**src/rtl/a1csa_carry_pipe.sv**
```systemverilog
// Two-stage elastic group-carry resolver driving the add-one carry-select `sel` inputs.
// Optional signed-overflow output enabled by defining A1CSA_OVF_EN.

module a1csa_carry_cell (
  input  logic g,
  input  logic p,
  input  logic ci,
  output logic co
);
  assign co = g | (p & ci);
endmodule

module a1csa_carry_pipe #(
  parameter int G = 4,
  parameter int W = 4
) (
  input  logic           clk,
  input  logic           rst_n,
  input  logic           in_valid,
  output logic           in_ready,
  input  logic           cin,
  input  logic [G-1:0]   gen,
  input  logic [G-1:0]   prop,
  input  logic [G*W-1:0] presum,
`ifdef A1CSA_OVF_EN
  input  logic           a_msb,
  input  logic           b_msb,
  output logic           ovf,
`endif
  output logic           out_valid,
  input  logic           out_ready,
  output logic [G-1:0]   sel,
  output logic [G*W-1:0] presum_q,
  output logic           cout
);

  logic           v1;
  logic           cin1;
  logic [G-1:0]   gen1, prop1;
  logic [G*W-1:0] presum1;
  logic           s2_ready, acc, adv;
  logic [G:0]     c;

  assign s2_ready = !out_valid | out_ready;
  assign in_ready = !v1 | s2_ready;
  assign acc      = in_valid & in_ready;
  assign adv      = v1 & s2_ready;

  // S1: capture
  always_ff @(posedge clk or negedge rst_n) begin
    if (!rst_n) begin
      v1      <= 1'b0;
      cin1    <= 1'b0;
      gen1    <= '0;
      prop1   <= '0;
      presum1 <= '0;
    end else begin
      if (acc)      v1 <= 1'b1;
      else if (adv) v1 <= 1'b0;
      if (acc) begin
        cin1    <= cin;
        gen1    <= gen;
        prop1   <= prop;
        presum1 <= presum;
      end
    end
  end

  // Ripple lookahead across groups: one cell per slice, c[i] is slice i's select.
  assign c[0] = cin1;
  a1csa_carry_cell u_cell [G-1:0] (
    .g  (gen1),
    .p  (prop1),
    .ci (c[G-1:0]),
    .co (c[G:1])
  );

  // S2: carry result
  always_ff @(posedge clk or negedge rst_n) begin
    if (!rst_n) begin
      out_valid <= 1'b0;
      sel       <= '0;
      presum_q  <= '0;
      cout      <= 1'b0;
    end else begin
      if (adv)            out_valid <= 1'b1;
      else if (out_ready) out_valid <= 1'b0;
      if (adv) begin
        sel      <= c[G-1:0];
        presum_q <= presum1;
        cout     <= c[G];
      end
    end
  end

`ifdef A1CSA_OVF_EN
  logic a1, b1, fmsb;

  // Final MSB after the top slice's add-one correction.
  assign fmsb = presum1[G*W-1] ^ (c[G-1] & (&presum1[G*W-2:(G-1)*W]));

  always_ff @(posedge clk or negedge rst_n) begin
    if (!rst_n) begin
      a1  <= 1'b0;
      b1  <= 1'b0;
      ovf <= 1'b0;
    end else begin
      if (acc) begin
        a1 <= a_msb;
        b1 <= b_msb;
      end
      if (adv) ovf <= (a1 == b1) & (fmsb != a1);
    end
  end
`endif

endmodule

```
**config.mk**
```make
export PLATFORM = sky130hd
export DESIGN_NAME = a1csa_carry_pipe
export DESIGN_NICKNAME = d
export VERILOG_FILES = /design/src/rtl/a1csa_carry_pipe.sv
export SDC_FILE = /design/constraint.sdc
export NUM_CORES = 1
export LEC_CHECK = 0
export BUFFER_PORTS_ARGS = -buffer_cell sky130_fd_sc_hd__buf_2
export CORE_MARGIN = 2
export CORE_UTILIZATION = 33
export CTS_CLUSTER_DIAMETER = 30
export DETAILED_ROUTE_END_ITERATION = 12
export GPL_ROUTABILITY_DRIVEN = 1
export PLACE_DENSITY_LB_ADDON = 0.08
export SYNTH_ARGS = -nofsm -noshare
export SYNTH_HDL_FRONTEND = slang
export SYNTH_HIERARCHICAL = 1
export SYNTH_SLANG_ARGS = --single-unit
```
**constraint.sdc**
```tcl
create_clock -name clk -period 1.7 [get_ports clk]
set_clock_uncertainty 0.2 [all_clocks]
set_input_delay 0.34 -clock clk [delete_from_list [all_inputs] [get_ports clk]]
set_output_delay 0.34 -clock clk [all_outputs]
set_load 0.03 [all_outputs]
```
==> out/metrics.csv <==
stage;metric;value;unit
status;status;completed;
setup_path;category of the worst setup path launch point;flip-flop;
sta;setup slack after layout;0.0745;ns
floorplanning;placeable core region;0.00582;mm2
cts;clock transition at the register clock pins on the worst setup and hold paths after CTS;0.08;ns
pwr;Switching Power;0.957;mW
sta;unrepaired setup endpoints after global routing;false;
yosys;XOR/XNOR Fraction of Synth Area;0;%
cts;number of hold-repair buffers added at the cts stage;1;
pwr;power per unit of standard cell area;1310;mW/mm2
pwr;proportion of total power due to net switching;30.5;%
route;routed wirelength normalized by instance count;14.2;um
yosys;dominant combinational cell family by area after synthesis;multiplexers;
layout;antenna diode count;0;
yosys;count of state elements after synthesis;48;
yosys;count of synthesis-stage warnings from yosys;6;
route;DRC marker count from the first detailed-route iteration;54;
setup_path;CP Capture Point;cout;
setup_path;kind of critical path;flip-flop to flip-flop;
cts;Num CTS Buffers;5;
cts;postcts setup bufs;0;
global_route;number of antenna violations at the first check in global routing;0;
placed_design;half-perimeter wire length after placement;2300;um
floorplanning;Rows;28;
route;Vias per Instance;4.39;
yosys;EDFF count, synth;0;
yosys;Gate Count Post-Synth;108;
placed_design;GP Congestion;0.622;
layout;count of filler cells inserted in the layout;587;
setup_path;type of element capturing the critical path;flip-flop;
yosys;number of nets produced by synthesis;137;
pwr;Comb power frac;27.8;%
sta;share of the clock period used by the worst path;95.6;%
cts;Worst-Skew Late Latency;0.29;ns
placed_design;number of port buffers;51;
layout;number of nets in the layout;194;
sta;Min Clock Period, post-route;1.63;ns
layout;layout cells sized above 1;65.7;%
sta;Final Hold Fails;0;
global_route;GRT Util Overall;11.7;%
sta;Setup violations, final;0;
yosys;synthesized-area fraction occupied by ao, oa, aoi and oai cells;1.54;%
yosys;adder-cell share of the synthesized area;0;%
sta;slew of the pin with the lowest slew margin;0.292;ns
min_path;worst hold-check path type;input port to flip-flop;
floorplanning;number of I/O pins;52;
pwr;Clock Power Share;25.1;%
yosys;dominant register cell in the synthesized netlist;dfrtp_1;
yosys;Post-Syn Area per Cell;18.1;um2
pwr;internal power summed over all cells;2.19;mW
global_route;total gr overflow;0;
floorplanning;initial standard-cell utilization of the core;33.6;%
setup_path;Setup crit start;prop1[0];
yosys;top cell type's share of synthesized area;61.5;%
yosys;post-synth top area cell;dfrtp_1;
route;number of DRC violations after detailed routing;0;
sta;Setup TNS;0;ns
cts;deepest clock path buffer count;2;
setup_path;count of cells along the worst register-to-register path;5;
global_route;global-route wire length before repair;5660;um
global_route;via count of the first global-routing pass;1163;
yosys;mux cell area share after synthesis;30.4;%
setup_path;Worst EP required;1.68;ns
setup_path;reg-to-reg critical path startpoint;prop1[0];
placed_design;worst slack, placed;0.0721;ns
setup_path;reg-to-reg critical path endpoint;cout;
flow_run;Maximum Capacitance Violations;0;
yosys;part of the Yosys area used for sequential elements;61.5;%
cts;CTS tree;done;
pwr;IR drop worst, VDD;450;uV
yosys;most frequent cell after synthesis;dfrtp_1;
yosys;cells taking the most area after synthesis;dfrtp_1, mux2_4, mux2_2;
route;final routed wirelength across all metal layers;3430;um
pwr;Flop pwr share;47.1;%
setup_path;CP Max Fanout;2;
yosys;cell area after synthesis;0.00195;mm2
sta;Max Clk Rate;615;MHz
route;detailed-route via count;1057;
sta;worst slew slack as a fraction of its limit;80.5;%
yosys;Distinct cells, synth;11;
sta;Final Slew Violations;0;
floorplanning;Horiz. Die Dim;80.9;um
setup_path;critical path data arrival time;1.61;ns
yosys;commonest cells in the synthesized netlist;dfrtp_1, mux2_2, mux2_4;
floorplanning;total die area;0.00655;mm2
floorplanning;height of the chip;80.9;um
cts;H-tree lvl count;2;
cts;buffer cell driving the clock tree root;clkbuf_8;
cts;quantity of gates resized following cts;0;
yosys;post-synthesis share of cell area spent on and, or, nand and nor gates;3.40;%
cts;CTS sink count;48;
yosys;share of flip-flops with an asynchronous set or reset after synthesis;100;%
route;antenna violation net count after detailed routing;0;
layout;Syn-to-layout area delta;22.7;%
setup_path;worst-case register-to-register setup slack;0.07;ns
global_route;maximum number of pins on one net before global-route repair;49;
pwr;leakage power summed over all cells;1.16;nW
route;number of iterations in the first detailed-routing pass;3;
==> cells in the final DEF (no fill, tap or decap) <==
| cell type | instances |
|---|---|
| nand2_2 | 1 |
| mux2_2 | 26 |
| clkbuf_1 | 1 |
| dlygate4sd3_1 | 1 |
| clkbuf_8 | 5 |
| nand3b_4 | 1 |
| mux2_4 | 20 |
| dfrtp_1 | 48 |
| a21o_1 | 4 |
| bufinv_16 | 1 |
| buf_2 | 51 |
| nand2b_1 | 2 |
| clkinv_2 | 1 |
| or2b_1 | 1 |
| nand2_8 | 1 |
| buf_12 | 2 |
==> how the worst min path moves through the flow <==
stage	depth (start not counted)	endpoint	start	slack [ns]
after detailed placement	2	presum1[10]	rst_n	0.15
final	2	presum1[7]	presum[7]	0.07
after floorplan	0	cin1	rst_n	-0.16
after CTS	2	presum1[7]	presum[7]	0.06
after global routing	2	presum1[3]	presum[3]	0.06
after global placement	2	presum_q[9]	rst_n	0.14
==> layout make-up <==
class | instances | area [um2] | share of cell area [%]
clock buffers | 6 | 72.6 | 3.03
flip-flops and latches | 48 | 1200 | 50.1
clock inverters | 2 | 35.0 | 1.46
well taps | 75 | 93.8 | 3.91
repair buffers | 54 | 305 | 12.7
multi-input cells | 56 | 689 | 28.8
==> worst max-delay path, stage by stage, from the launching register on <==
cell	delay, ns
dfrtp_1	0.38
a21o_1	0.20
a21o_1	0.17
a21o_1	0.16
a21o_1	0.15
mux2_2	0.25
==> sequential cells by signal, summed over array words and instances, names as in the netlist <==
register and flops:
v1 1, presum1 16, prop1 4, gen1 4, presum_q 16, out_valid 1
cout 1, sel 4, cin1 1
==> per-stage QoR <==
| stage | instances | cell area, um2 | power [mW] | utilization [%] | hold slack (ns) |
|---|---|---|---|---|---|
| detailed placement | 232 | 2280 | 2.39 | 39.2 | 0.148 |
| global route | 241 | 2400 | 3.32 | 41.2 | 0.0558 |
| finish | 241 | 2400 | 3.14 | 41.2 | 0.0695 |
| CTS | 241 | 2400 | 3.20 | 41.2 | 0.0564 |
| floorplan | 108 | 1950 | 2.12 | - | -0.156 |
| global placement | 232 | 2280 | 2.37 | 39.2 | 0.141 |
==> power groups by stage <==
stage / registers [mW] / clock network, mW / logic [mW]
after floorplan: 1.77 / 0 / 0.355
after global placement: 1.50 / 0 / 0.870
after detailed placement: 1.51 / 0 / 0.886
after CTS: 1.49 / 0.822 / 0.889
after global routing: 1.52 / 0.869 / 0.930
final: 1.48 / 0.789 / 0.872
==> cells by family (layout without fill, tap and decap cells) <==
family          after synthesis  in the layout
buf+inv                       4             62
compound gates                4              4
flops                        48             48
mux                          46             46
simple gates                  6              6
==> layer usage <==
layer / vias to the layer above / routed length (um) / track usage [%] / part of all wire [%]
met5: - / 0 / 0 / 0
met4: 0 / 38 / 6.10 / 1.1
met3: 4 / 202 / 3.56 / 5.9
met2: 28 / 1650 / 17.9 / 48
met1: 535 / 1540 / 14.8 / 45
li1: 490 / - / - / -
Power figures use the tool's default switching activity.
